--- config.mk ---
export PLATFORM = sky130hd
export DESIGN_NAME = cam_capture
export DESIGN_NICKNAME = d
export VERILOG_FILES = /design/src/rtl/cam_capture.sv
export SDC_FILE = /design/constraint.sdc
export NUM_CORES = 1
export LEC_CHECK = 0
export ABC_AREA = 1
export ABC_CLOCK_PERIOD_IN_PS = 3010
export CAP_MARGIN = 30
export CORE_MARGIN = 3
export CORE_UTILIZATION = 58
export DETAILED_ROUTE_END_ITERATION = 10
export PLACE_DENSITY = 0.88
export SLEW_MARGIN = 25
export SYNTH_ARGS = -nofsm -noshare
export SYNTH_HDL_FRONTEND = slang
export SYNTH_SLANG_ARGS = --single-unit
export TNS_END_PERCENT = 5
--- constraint.sdc ---
create_clock -name clk -period 3.01 [get_ports clk]
set_input_delay 0.903 -clock clk [delete_from_list [all_inputs] [get_ports clk]]
set_output_delay 0.903 -clock clk [all_outputs]
set_load 0.02 [all_outputs]
--- src/rtl/cam_capture.sv ---
// cam_capture
//   Camera-side capture stage feeding the edge filter. Samples an
//   OV7670-style 8-bit RGB565 byte stream framed by vsync/href. It pairs
//   bytes into pixels, converts each pixel to 4-bit grayscale and issues
//   one frame-buffer write per pixel at a linear raster address.
//   Capture is aligned to vsync, so downstream logic only ever sees whole,
//   address-aligned frames.
//
// Parameters
//   IMG_W           active pixels per line (pixels past this are dropped)
//   IMG_H           active lines per frame (lines past this are dropped)
// Ports
//   clk             camera pixel clock; all logic runs on its rising edge
//   rst_n           synchronous active-low reset
//   capture_en      arms capture; sampled only while idle
//   cam_vsync       high during vertical blanking; its rising edge ends a frame
//   cam_href        high while line bytes are valid
//   cam_data        camera byte
//   frame_pixel     registered 4-bit grayscale pixel
//   capture_address raster address row*IMG_W+col of frame_pixel
//   write_enable    one-cycle strobe; frame_pixel/capture_address are valid
//   frame_done      one-cycle pulse at the end of a captured frame
//   overrun         sticky flag: a pixel fell outside IMG_W x IMG_H

module cam_capture #(
  parameter int IMG_W = 640,
  parameter int IMG_H = 480
) (
  input  logic        clk,
  input  logic        rst_n,
  input  logic        capture_en,
  input  logic        cam_vsync,
  input  logic        cam_href,
  input  logic [7:0]  cam_data,
  output logic [3:0]  frame_pixel,
  output logic [18:0] capture_address,
  output logic        write_enable,
  output logic        frame_done,
  output logic        overrun
);

  // The counters get one bit of headroom so they can represent
  // "past the edge". They saturate there instead of wrapping back into range.
  localparam int COL_W  = $clog2(IMG_W) + 1;
  localparam int ROW_W  = $clog2(IMG_H) + 1;
  localparam int ADDR_W = 19;

  localparam logic [COL_W-1:0]  W_LIM   = COL_W'(IMG_W);
  localparam logic [ROW_W-1:0]  H_LIM   = ROW_W'(IMG_H);
  localparam logic [COL_W-1:0]  COL_MAX = {COL_W{1'b1}};
  localparam logic [ROW_W-1:0]  ROW_MAX = {ROW_W{1'b1}};
  localparam logic [ADDR_W-1:0] W_STEP  = ADDR_W'(IMG_W);

  typedef enum logic [1:0] {
    ST_IDLE  = 2'd0,
    ST_SYNC  = 2'd1,
    ST_FRAME = 2'd2
  } state_t;

  state_t              r_state;
  state_t              w_state_next;

  logic                r_vsync_q;
  logic                r_href_q;
  logic                r_phase;
  logic [7:0]          r_byte0;
  logic [COL_W-1:0]    r_col;
  logic [ROW_W-1:0]    r_row;
  logic [ADDR_W-1:0]   r_addr;
  logic [ADDR_W-1:0]   r_line_base;
  logic                r_wrote;
  logic [3:0]          r_pixel;
  logic [ADDR_W-1:0]   r_addr_out;
  logic                r_we;
  logic                r_fd;
  logic                r_overrun;

  logic                w_vs_rise;
  logic                w_vs_fall;
  logic                w_href_fall;
  logic                w_frame_start;
  logic                w_frame_end;
  logic                w_in_frame;
  logic                w_pix_done;
  logic                w_in_bounds;
  logic                w_write;
  logic                w_line_end;
  logic [ADDR_W-1:0]   w_next_base;
  logic [3:0]          w_gray;

  // RGB565 -> 4-bit gray. Red and blue are widened to 6 bits and green is
  // weighted x2. This approximates the usual luma weights with adds only.
  function automatic logic [3:0] rgb565_gray(input logic [7:0] b0, input logic [7:0] b1);
    logic [5:0] r6;
    logic [5:0] g6;
    logic [5:0] b6;
    logic [7:0] sum;
    r6  = {b0[7:3], b0[7]};
    g6  = {b0[2:0], b1[7:5]};
    b6  = {b1[4:0], b1[4]};
    sum = 8'(r6) + {1'b0, g6, 1'b0} + 8'(b6);
    return sum[7:4];
  endfunction

  assign w_vs_rise   = cam_vsync & ~r_vsync_q;
  assign w_vs_fall   = ~cam_vsync & r_vsync_q;
  assign w_href_fall = ~cam_href & r_href_q;
  // Bytes that arrive on the clock that closes the frame are ignored. As a
  // result, frame_done can never land in the same cycle as a write strobe.
  assign w_in_frame  = (r_state == ST_FRAME) && !w_vs_rise;
  assign w_pix_done  = w_in_frame && cam_href && r_phase;
  assign w_in_bounds = (r_col < W_LIM) && (r_row < H_LIM);
  assign w_write     = w_pix_done && w_in_bounds;
  assign w_line_end  = w_in_frame && w_href_fall && (r_col != {COL_W{1'b0}});
  assign w_next_base = r_line_base + W_STEP;
  assign w_gray      = rgb565_gray(r_byte0, cam_data);

  // FSM state register
  always_ff @(posedge clk) begin
    if (!rst_n) begin
      r_state <= ST_IDLE;
    end else begin
      r_state <= w_state_next;
    end
  end

  // FSM next-state logic and frame start/end events
  always_comb begin
    w_state_next  = r_state;
    w_frame_start = 1'b0;
    w_frame_end   = 1'b0;
    case (r_state)
      ST_IDLE: begin
        if (capture_en) begin
          w_state_next = ST_SYNC;
        end else begin
          w_state_next = ST_IDLE;
        end
      end
      ST_SYNC: begin
        // Only a vsync fall can start a frame. Arming mid-frame therefore
        // waits out the rest of the current frame.
        if (w_vs_fall) begin
          w_state_next  = ST_FRAME;
          w_frame_start = 1'b1;
        end else begin
          w_state_next = ST_SYNC;
        end
      end
      ST_FRAME: begin
        if (w_vs_rise) begin
          w_frame_end = 1'b1;
          if (capture_en) begin
            w_state_next = ST_SYNC;
          end else begin
            w_state_next = ST_IDLE;
          end
        end else begin
          w_state_next = ST_FRAME;
        end
      end
      default: begin
        w_state_next = ST_IDLE;
      end
    endcase
  end

  // Datapath: byte pairing, raster counters, address tracking and output registers
  always_ff @(posedge clk) begin
    if (!rst_n) begin
      r_vsync_q   <= 1'b0;
      r_href_q    <= 1'b0;
      r_phase     <= 1'b0;
      r_byte0     <= 8'h00;
      r_col       <= {COL_W{1'b0}};
      r_row       <= {ROW_W{1'b0}};
      r_addr      <= {ADDR_W{1'b0}};
      r_line_base <= {ADDR_W{1'b0}};
      r_wrote     <= 1'b0;
      r_pixel     <= 4'h0;
      r_addr_out  <= {ADDR_W{1'b0}};
      r_we        <= 1'b0;
      r_fd        <= 1'b0;
      r_overrun   <= 1'b0;
    end else begin
      r_vsync_q <= cam_vsync;
      r_href_q  <= cam_href;
      r_we      <= w_write;
      r_fd      <= w_frame_end && r_wrote;

      if (w_frame_start) begin
        r_phase     <= 1'b0;
        r_col       <= {COL_W{1'b0}};
        r_row       <= {ROW_W{1'b0}};
        r_addr      <= {ADDR_W{1'b0}};
        r_line_base <= {ADDR_W{1'b0}};
        r_wrote     <= 1'b0;
      end else if (w_in_frame) begin
        if (cam_href) begin
          if (!r_phase) begin
            r_byte0 <= cam_data;
            r_phase <= 1'b1;
          end else begin
            r_phase <= 1'b0;
            if (r_col != COL_MAX) begin
              r_col <= r_col + {{(COL_W-1){1'b0}}, 1'b1};
            end
            if (w_write) begin
              r_pixel    <= w_gray;
              r_addr_out <= r_addr;
              r_addr     <= r_addr + {{(ADDR_W-1){1'b0}}, 1'b1};
              r_wrote    <= 1'b1;
            end else begin
              r_overrun  <= 1'b1;
            end
          end
        end else begin
          // Clearing the phase here discards an unpaired trailing byte.
          r_phase <= 1'b0;
          if (w_line_end) begin
            r_col <= {COL_W{1'b0}};
            if (r_row != ROW_MAX) begin
              r_row <= r_row + {{(ROW_W-1){1'b0}}, 1'b1};
            end
            // Resync to the next line base, so a short line leaves a gap
            // in the frame buffer instead of shifting every later line.
            if (r_row < H_LIM) begin
              r_line_base <= w_next_base;
              r_addr      <= w_next_base;
            end
          end
        end
      end
    end
  end

  assign frame_pixel     = r_pixel;
  assign capture_address = r_addr_out;
  assign write_enable    = r_we;
  assign frame_done      = r_fd;
  assign overrun         = r_overrun;

endmodule

Yosys cells after proc, flatten, opt, wreduce, memory -nomap -nowiden
Index checks and enable logic that the tools add are counted.
Widths: inputs -> output; s select.

storage, ports and cells
  flip-flop bits (word level) = 99
  latch bits = 0
  RAM bits = 0
  memory bits (read-only) = 0
  input bits = 13
  output and inout bits = 26
  logic and storage cells = 81
  memories = 0

operators by class
  $add $sub $neg = 6
  multipliers = 0
  div/mod/pow operators = 0
  $lt $le $gt $ge = 2
  eq/ne operators = 7
  shifts and indexed selects = 0
  multiplexer cells = 19
  bitwise operators = 10
  reduce and logical (&&, ||, !) cells = 22

operators by type and width
  operator                count
  $mux 19                 5
  $mux 11                 4
  $reduce_and 4->1        5
  $add 19x1->19 const B   1
  $add 19x10->19 const B  1
  $reduce_and 5->1        3
  $add 11x1->11 const B   1
  $lt 11x10->1 const B    1
  $ne 11x11->1 const B    1
  $reduce_bool 11->1      1
  $add 10x1->10 const B   1
  $lt 10x9->1 const B     1
  $ne 10x10->1 const B    1
  $add 6x7->8             1
  $add 8x6->8             1
  $logic_and 1x1->1       8
  $mux 1                  7
  $not 1->1               7
  $ne 2x1->1 const B      3
  $pmux 2 s3              1
  $mux 2                  2
  $reduce_bool 2->1       2
  $and 1x1->1             3
  $eq 2x1->1 const B      1
  4 further kinds         4

Depth between registers and ports, before layout
Gate-level depths: netlist of the first run.

  depth after elaboration = 10
  depth in mapped cells = 12
  mapped depth without buffers = 12

Worst setup path before layout of the first run
No wires, ideal clock.

  path kind = input-to-reg
  start point = in cam_data[2]
  end point = reg r_pixel[1], in the netlist frame_pixel[1]
  setup time = 114 ps
  arrival time = 2485 ps
  required time = 2896 ps
  path slack = 411 ps
  stages = 11
  path buffers = 0
  cells stage by stage = inv_1 fa_1 inv_1 ha_1 a21oi_1 o21ai_0 nand2_1 nand2_1 xor2_1 o21bai_1 inv_1

on the way
  cells in the longest elaborated chain, start to end = 1

ends and longest elaborated chain
  item                    line  RTL
  start: declaration      34    input logic [7:0] cam_data,
  $add 8x6->8             101   sum = 8'(r6) + {1'b0, g6, 1'b0} + 8'(b6);
  end signal: assignment  209   r_pixel <= w_gray;
  end: declaration        72    logic [3:0] r_pixel;

No other way between the ends.
A chain may end at the register's enable or synchronous reset.

Worst setup path in the final report of the first run
  start point = in cam_data[7]
  end point = reg r_pixel[1], in the netlist frame_pixel[1]

on the way
  cells in the longest elaborated chain, start to end = 2

ends and longest elaborated chain
  item         line
  $add 6x7->8  101
  $add 8x6->8  101

No other way between the ends.

==> results of run 1 <==
[path summary, 6_finish.rpt]
| check | cells after the start | endpoint | slack (ns) | from |
|---|---|---|---|---|
| max | 12 | frame_pixel[1] | 0.12 | cam_data[7] |
| min reg2reg | 2 | capture_address[6] | 0.47 | capture_address[6] |
| max reg2reg | 11 | frame_pixel[1] | 0.85 | r_byte0[5] |
| min | 2 | capture_address[6] | 0.47 | capture_address[6] |
[cell usage in the layout, fill, tap and decap left out, drive strengths merged]
| master | instances |
|---|---|
| buf | 19 |
| xnor2 | 7 |
| bufinv | 3 |
| o21bai | 1 |
| o21ai | 55 |
| clkinv | 5 |
| xor2 | 12 |
| nand4 | 8 |
| fa | 5 |
| nand3b | 1 |
| clkdlybuf4s50 | 37 |
| or2 | 3 |
| dfxtp | 92 |
| a21oi | 77 |
| dlymetal6s2s | 1 |
| nand2 | 186 |
| clkbuf | 9 |
| ha | 10 |
| nand3 | 47 |
| nor2 | 84 |
| inv | 73 |
| a31oi | 5 |
| nor3 | 15 |
[worst min-delay path: stages (launching register included)]
cell	delay, ns
dfxtp_1	0.32
nand2_1	0.06
a21oi_1	0.06
[state kept, by name (all words and copies together), names as in the netlist, 2 cells and up]
| signal | cells |
|---|---|
| r_addr | 19 |
| r_col | 11 |
| r_byte0 | 8 |
| r_line_base | 12 |
| frame_pixel | 4 |
| r_state | 2 |
| r_row | 10 |
| capture_address | 19 |
[timing repair]
action	4_1_cts	5_1_grt
endpoints found under the setup margin	0	2
resized for setup	0	3
buffers inserted	0	1
[layout make-up]
cell class | count | area [µm²] | area share
multi-input combinational | 516 | 2545 | 0.4564
inverter | 74 | 279.0 | 0.05003
tap | 102 | 127.6 | 0.02289
sequential | 92 | 1842 | 0.3303
clock inverter | 7 | 121.4 | 0.02176
clock buffer | 9 | 123.9 | 0.02221
timing repair buffer | 57 | 538.0 | 0.09648
[power by group through the flow]
stage	Combinational (W)	Sequential (W)	Clock, W
2_1_floorplan	0.0000687	0.00125	0
3_3_place_gp	0.000115	0.00125	0
3_5_place_dp	0.000120	0.00125	0
4_1_cts	0.000122	0.00122	0.00103
5_1_grt	0.000138	0.00122	0.00106
6_report	0.000126	0.00122	0.00102
[per-stage QoR]
stage	instances	total power, W	setup TNS (ns)	instance area [µm²]	utilization
global placement	840	0.001364	-0.2879	5319	0.6743
CTS	856	0.002369	0	5564	0.7054
finish	857	0.002370	0	5577	0.7070
global route	857	0.002425	-0.01432	5577	0.7070
detailed placement	840	0.001370	-0.8078	5319	0.6743
floorplan	708	0.001318	0	4811	-
[kinds of logic after synthesis]
group | count (synthesis) | share of synthesized area
AO/OA/AOI/OAI | 138 | 0.1477
XOR/XNOR | 19 | 0.03459
adder cells (fa/ha/maj) | 15 | 0.04681
buffers and inverters | 100 | 0.08868
flip-flops | 92 | 0.3828
AND/OR/NAND/NOR | 344 | 0.2993
[per-layer routing]
layer / share of wire / vias up / track usage / routed length (µm)
li1: - / 2364 / - / -
met1: 0.43 / 2155 / 0.3107 / 5100
met2: 0.48 / 201 / 0.4214 / 5695
met3: 0.066 / 32 / 0.03805 / 787
met4: 0.025 / 0 / 0.1091 / 298
met5: 0 / - / 0 / 0
==> results_dict.tcl, run 1 <==
set metrics [dict create \
    status "finished clean" \
    synthToLayoutAreaGrowth_pct 15.92 \
    internal_power_w 0.001827 \
    chipHeight_um 97.08 \
    ys_warn_count 0 \
    synth.ff_latch_count 92 \
    drt_pass1_iterations 5 \
    place_hpwl_mm 8.312 \
    gp_congestion 0.9675 \
    crit_required_ns 3.27 \
    drt-initial-drc-count 297 \
    synth_top_area_frac 0.3828 \
    power_density_nw_per_um2 424.9 \
    clock_sinks 92 \
    grt_pass1_vias 4420 \
    htree_num_levels 3 \
    synth.largest_area_cell "dfxtp_1" \
    setup_viol 0 \
    power.switching_w 0.0005422 \
    clock_path_buffers 2 \
    swShare 0.2288 \
    vdd_drop_max_uv 237.6 \
    cp_top_family "adder cells" \
    cp.arrival_ns 3.15 \
    synth_area_leaders "dfxtp_1 (38%), nand2_1 (14%), a21oi_1 (7.9%), nor2_1 (6.2%), o21ai_0 (5.5%)" \
    grt_max_degree 27 \
    p_leak_nw 2.120 \
    drc 0 \
    initial_core_util 0.6099 \
    yosys_most_used_dff "dfxtp_1" \
    num_rows 32 \
    clock.fmax_mhz 345.8 \
    finalWorstSetupSlack_ns 0.1183 \
    end_kind "flip-flop" \
    via_per_inst 5.545 \
    antenna_found_initial 0 \
    yosysSeqAreaShare 0.3828 \
    cpPeakStageDelay_ns 0.51 \
    cts_tree "built" \
    synth_most_common_cell "nand2_1" \
    synth_edf_count 0 \
    critPathLaunchType "input pin" \
    fillCellCount 628 \
    diodes 0 \
    wl_per_cell_um 13.86 \
    syn_avg_cell_area_um2 6.795 \
    period_minus_slack_ns 2.892 \
    ant_nets 0 \
    clk_root_buffer_cell "clkbuf_8" \
    clkPwrFrac 0.431 \
    worst-setup-path-type "input pin to flip-flop" \
    maxCapViolCount 0 \
    synthTopCellsByCount "nand2_1 (182), dfxtp_1 (92), nor2_1 (79)" \
    max_slew_margin 0.7464 \
    post-place-ws_ns -0.2677 \
    finalCritPeriodShare 0.9607 \
    crit_path_frequent_cell "inv_1" \
    maxSlewViolCount 0 \
    ys_async_sr_fraction 0 \
    io_buffers 38 \
    holdCritPathClass "flip-flop to flip-flop" \
    hold_viol 0 \
    overflow 0 \
    skew_ns 0.01291 \
    vias 4752 \
    insertion_delay_ns 0.37 \
    tightest_slew_ns 0.3800 \
    nets 778 \
    syn_inst 708 \
    synth_area_um2 4811 \
    cts_hold_buf 0 \
    numCtsBuffers 9 \
    seq_power_share 0.516 \
    whs_ns 0.4714 \
    grt_use_total 0.2479 \
    cp_num_buf_inv 4 \
    drive_gt1_frac 0.07020 \
    routed_wl_mm 11.88 \
    path_clk_slew_ns 0.10 \
    ios 39 \
    cp_max_fo 3 \
    cp_slowest_cell "fa_1" \
    p_comb_frac 0.053 \
    die_width_um 97.08 \
    syn_nets 736 \
    crit_chain "clkdlybuf4s50_1 -> inv_1 -> fa_1 -> inv_1 -> ha_1 -> a21oi_1 -> o21ai_1 -> nand2_1 -> nand2_2 -> xor2_1 -> o21bai_1 -> inv_1" \
    yosysUniqueCellTypes 32 \
    grt_pass1_wl_mm 19.75 \
    core_um2 7888 \
    dieArea_um2 9424 \
]
No activity file was read; power rests on OpenSTA's default activity.
==> inputs of run 2 (changes only) <==
--- a/config.mk
+++ b/config.mk
@@ -9,9 +9,11 @@
 export ABC_CLOCK_PERIOD_IN_PS = 3010
 export CAP_MARGIN = 30
 export CORE_MARGIN = 3
-export CORE_UTILIZATION = 58
+export CORE_UTILIZATION = 64
 export DETAILED_ROUTE_END_ITERATION = 10
+export DONT_BUFFER_PORTS = 1
 export PLACE_DENSITY = 0.88
+export SETUP_SLACK_MARGIN = 0.02
 export SLEW_MARGIN = 25
 export SYNTH_ARGS = -nofsm -noshare
 export SYNTH_HDL_FRONTEND = slang
==> run 2 against run 1 <==
Die area fell by 8.8%; critical path depth down 1; clock power down 19%; sequential cell count is the same; total power shrank 10%; global-route usage up 1.6 points; design area down 9.7%; cell count down 6.4%; clock-buffer cell count is 1 higher; non-clock buffer count down 49; largest power group unchanged.
==> results_dict.tcl, run 2 (synthesis gave the netlist of run 1 again) <==
set metrics [dict create \
    crit_required_ns 3.29 \
    clock_path_buffers 2 \
    rr_startpoint "r_col[0]" \
    utilization 0.7135 \
    critPathLaunchType "input pin" \
    ant_nets 0 \
    place_hpwl_mm 7.915 \
    grt_pass1_vias 4338 \
    core_um2 7057 \
    drc 0 \
    nets 729 \
    routed_wl_mm 10.98 \
    hold_viol 0 \
    vdd_drop_max_uv 295.3 \
    clock.fmax_mhz 421.4 \
    hold_path_depth 2 \
    ios 39 \
    drt-initial-drc-count 298 \
    initial_core_util 0.6817 \
    final-seq-area_um2 1842 \
    holdPathEnd "frame_done" \
    skew_ns 0.01755 \
    diodes 0 \
    tightest_slew_ns 0.5092 \
    num_rows 30 \
    insertion_delay_ns 0.38 \
    end_kind "flip-flop" \
    htree_num_levels 3 \
    gp_congestion 0.9673 \
    multi_input_area_um2 2542 \
    grt_use_total 0.2639 \
    clock_sinks 92 \
    final_common_cell "nand2_1" \
    vias 4536 \
    grt_pass1_wl_mm 18.71 \
    die_width_um 92.70 \
    post-cts-setup-buffers 0 \
    drt_pass1_iterations 5 \
    final_cell_mix "nand2_1 (182), dfxtp_1 (92), nor2_1 (79), a21oi_1 (76), inv_1 (70)" \
    holdCritPathClass "flip-flop to flip-flop" \
    overflow 0 \
    dieArea_um2 8593 \
    path_clk_slew_ns 0.10 \
    via_per_inst 5.656 \
    status "finished clean" \
    cts_resized 0 \
    clk_root_buffer_cell "clkbuf_8" \
    setup_viol 0 \
    drive_gt1_frac 0.05807 \
    power_density_nw_per_um2 422.7 \
    grt_max_degree 25 \
    period_minus_slack_ns 2.373 \
    rsz0062_at_grt "false" \
    cp_max_fo 3 \
    hold_path_startpoint "r_wrote" \
    chipHeight_um 92.70 \
    reg2reg_depth 9 \
    numCtsBuffers 9 \
    cts_tree "built" \
    r2r-end "r_addr[11]" \
    cts_hold_buf 0 \
    p_leak_nw 1.895 \
    power.total_w 0.002128 \
    finalCritPeriodShare 0.7883 \
    maxSlewViolCount 0 \
    rrSetupSlack_ns 0.77 \
    max_slew_margin 0.6584 \
    fillCellCount 571 \
    maxCapViolCount 0 \
    io_buffers 0 \
    setup_tns_ns 0 \
    setup.worst_path.start "cam_data[2]" \
    cp.arrival_ns 2.65 \
    synthToLayoutAreaGrowth_pct 4.655 \
    worst-setup-path-type "input pin to flip-flop" \
    antenna_found_initial 0 \
    wl_per_cell_um 13.69 \
]
-- run 2: area by class of cell --
| type | count | share of cell area |
|---|---|---|
| clock buffer | 10 | 0.02734 |
| tap | 96 | 0.02386 |
| inverter | 74 | 0.05542 |
| timing repair buffer | 8 | 0.01193 |
| multi-input combinational | 516 | 0.5050 |
| clock inverter | 6 | 0.01069 |
| sequential | 92 | 0.3658 |
-- run 2: worst max path at each step --
stage | slack [ns] | endpoint
global route | 0.48 | frame_pixel[1]
CTS | 0.65 | frame_pixel[1]
detailed placement | 0.25 | frame_pixel[1]
floorplan | 0.41 | frame_pixel[1]
global placement | 0.32 | frame_pixel[1]
finish | 0.64 | frame_pixel[1]
-- run 2: routing by layer --
metal / wire [µm] / track usage
met3: 846 / 0.06499
met2: 5336 / 0.4538
met5: 0 / 0
met1: 4628 / 0.3230
met4: 167 / 0.08791
-- run 2: critical path: stages --
cell      delay [ns]
inv_1           0.03
fa_1            0.53
inv_1           0.04
ha_1            0.29
nand2_1         0.06
o21ai_0         0.34
nand2_1         0.09
nand2_1         0.10
xor2_1          0.07
o21bai_1        0.13
inv_1           0.05
-- run 2: power by group --
group	leakage, nW	switching, W	total (W)	internal [W]
Sequential	0.741	0.00000197	0.00122	0.00122
Combinational	1.06	0.0000563	0.0000848	0.0000285
Clock	0.0958	0.000483	0.000822	0.000339
Total	1.89	0.000541	0.00213	0.00159
-- run 2: metrics by stage --
stage / setup WS, ns / hold WS [ns] / std cells / area [µm²]
final: 0.6372 / 0.4693 / 802 / 5035
after global routing: 0.4798 / 0.4799 / 802 / 5035
after CTS: 0.6519 / 0.4771 / 802 / 5035
after detailed placement: 0.2486 / 0.4623 / 786 / 4843
after global placement: 0.3161 / 0.4605 / 786 / 4843
after floorplan: 0.4108 / 0.4215 / 708 / 4811
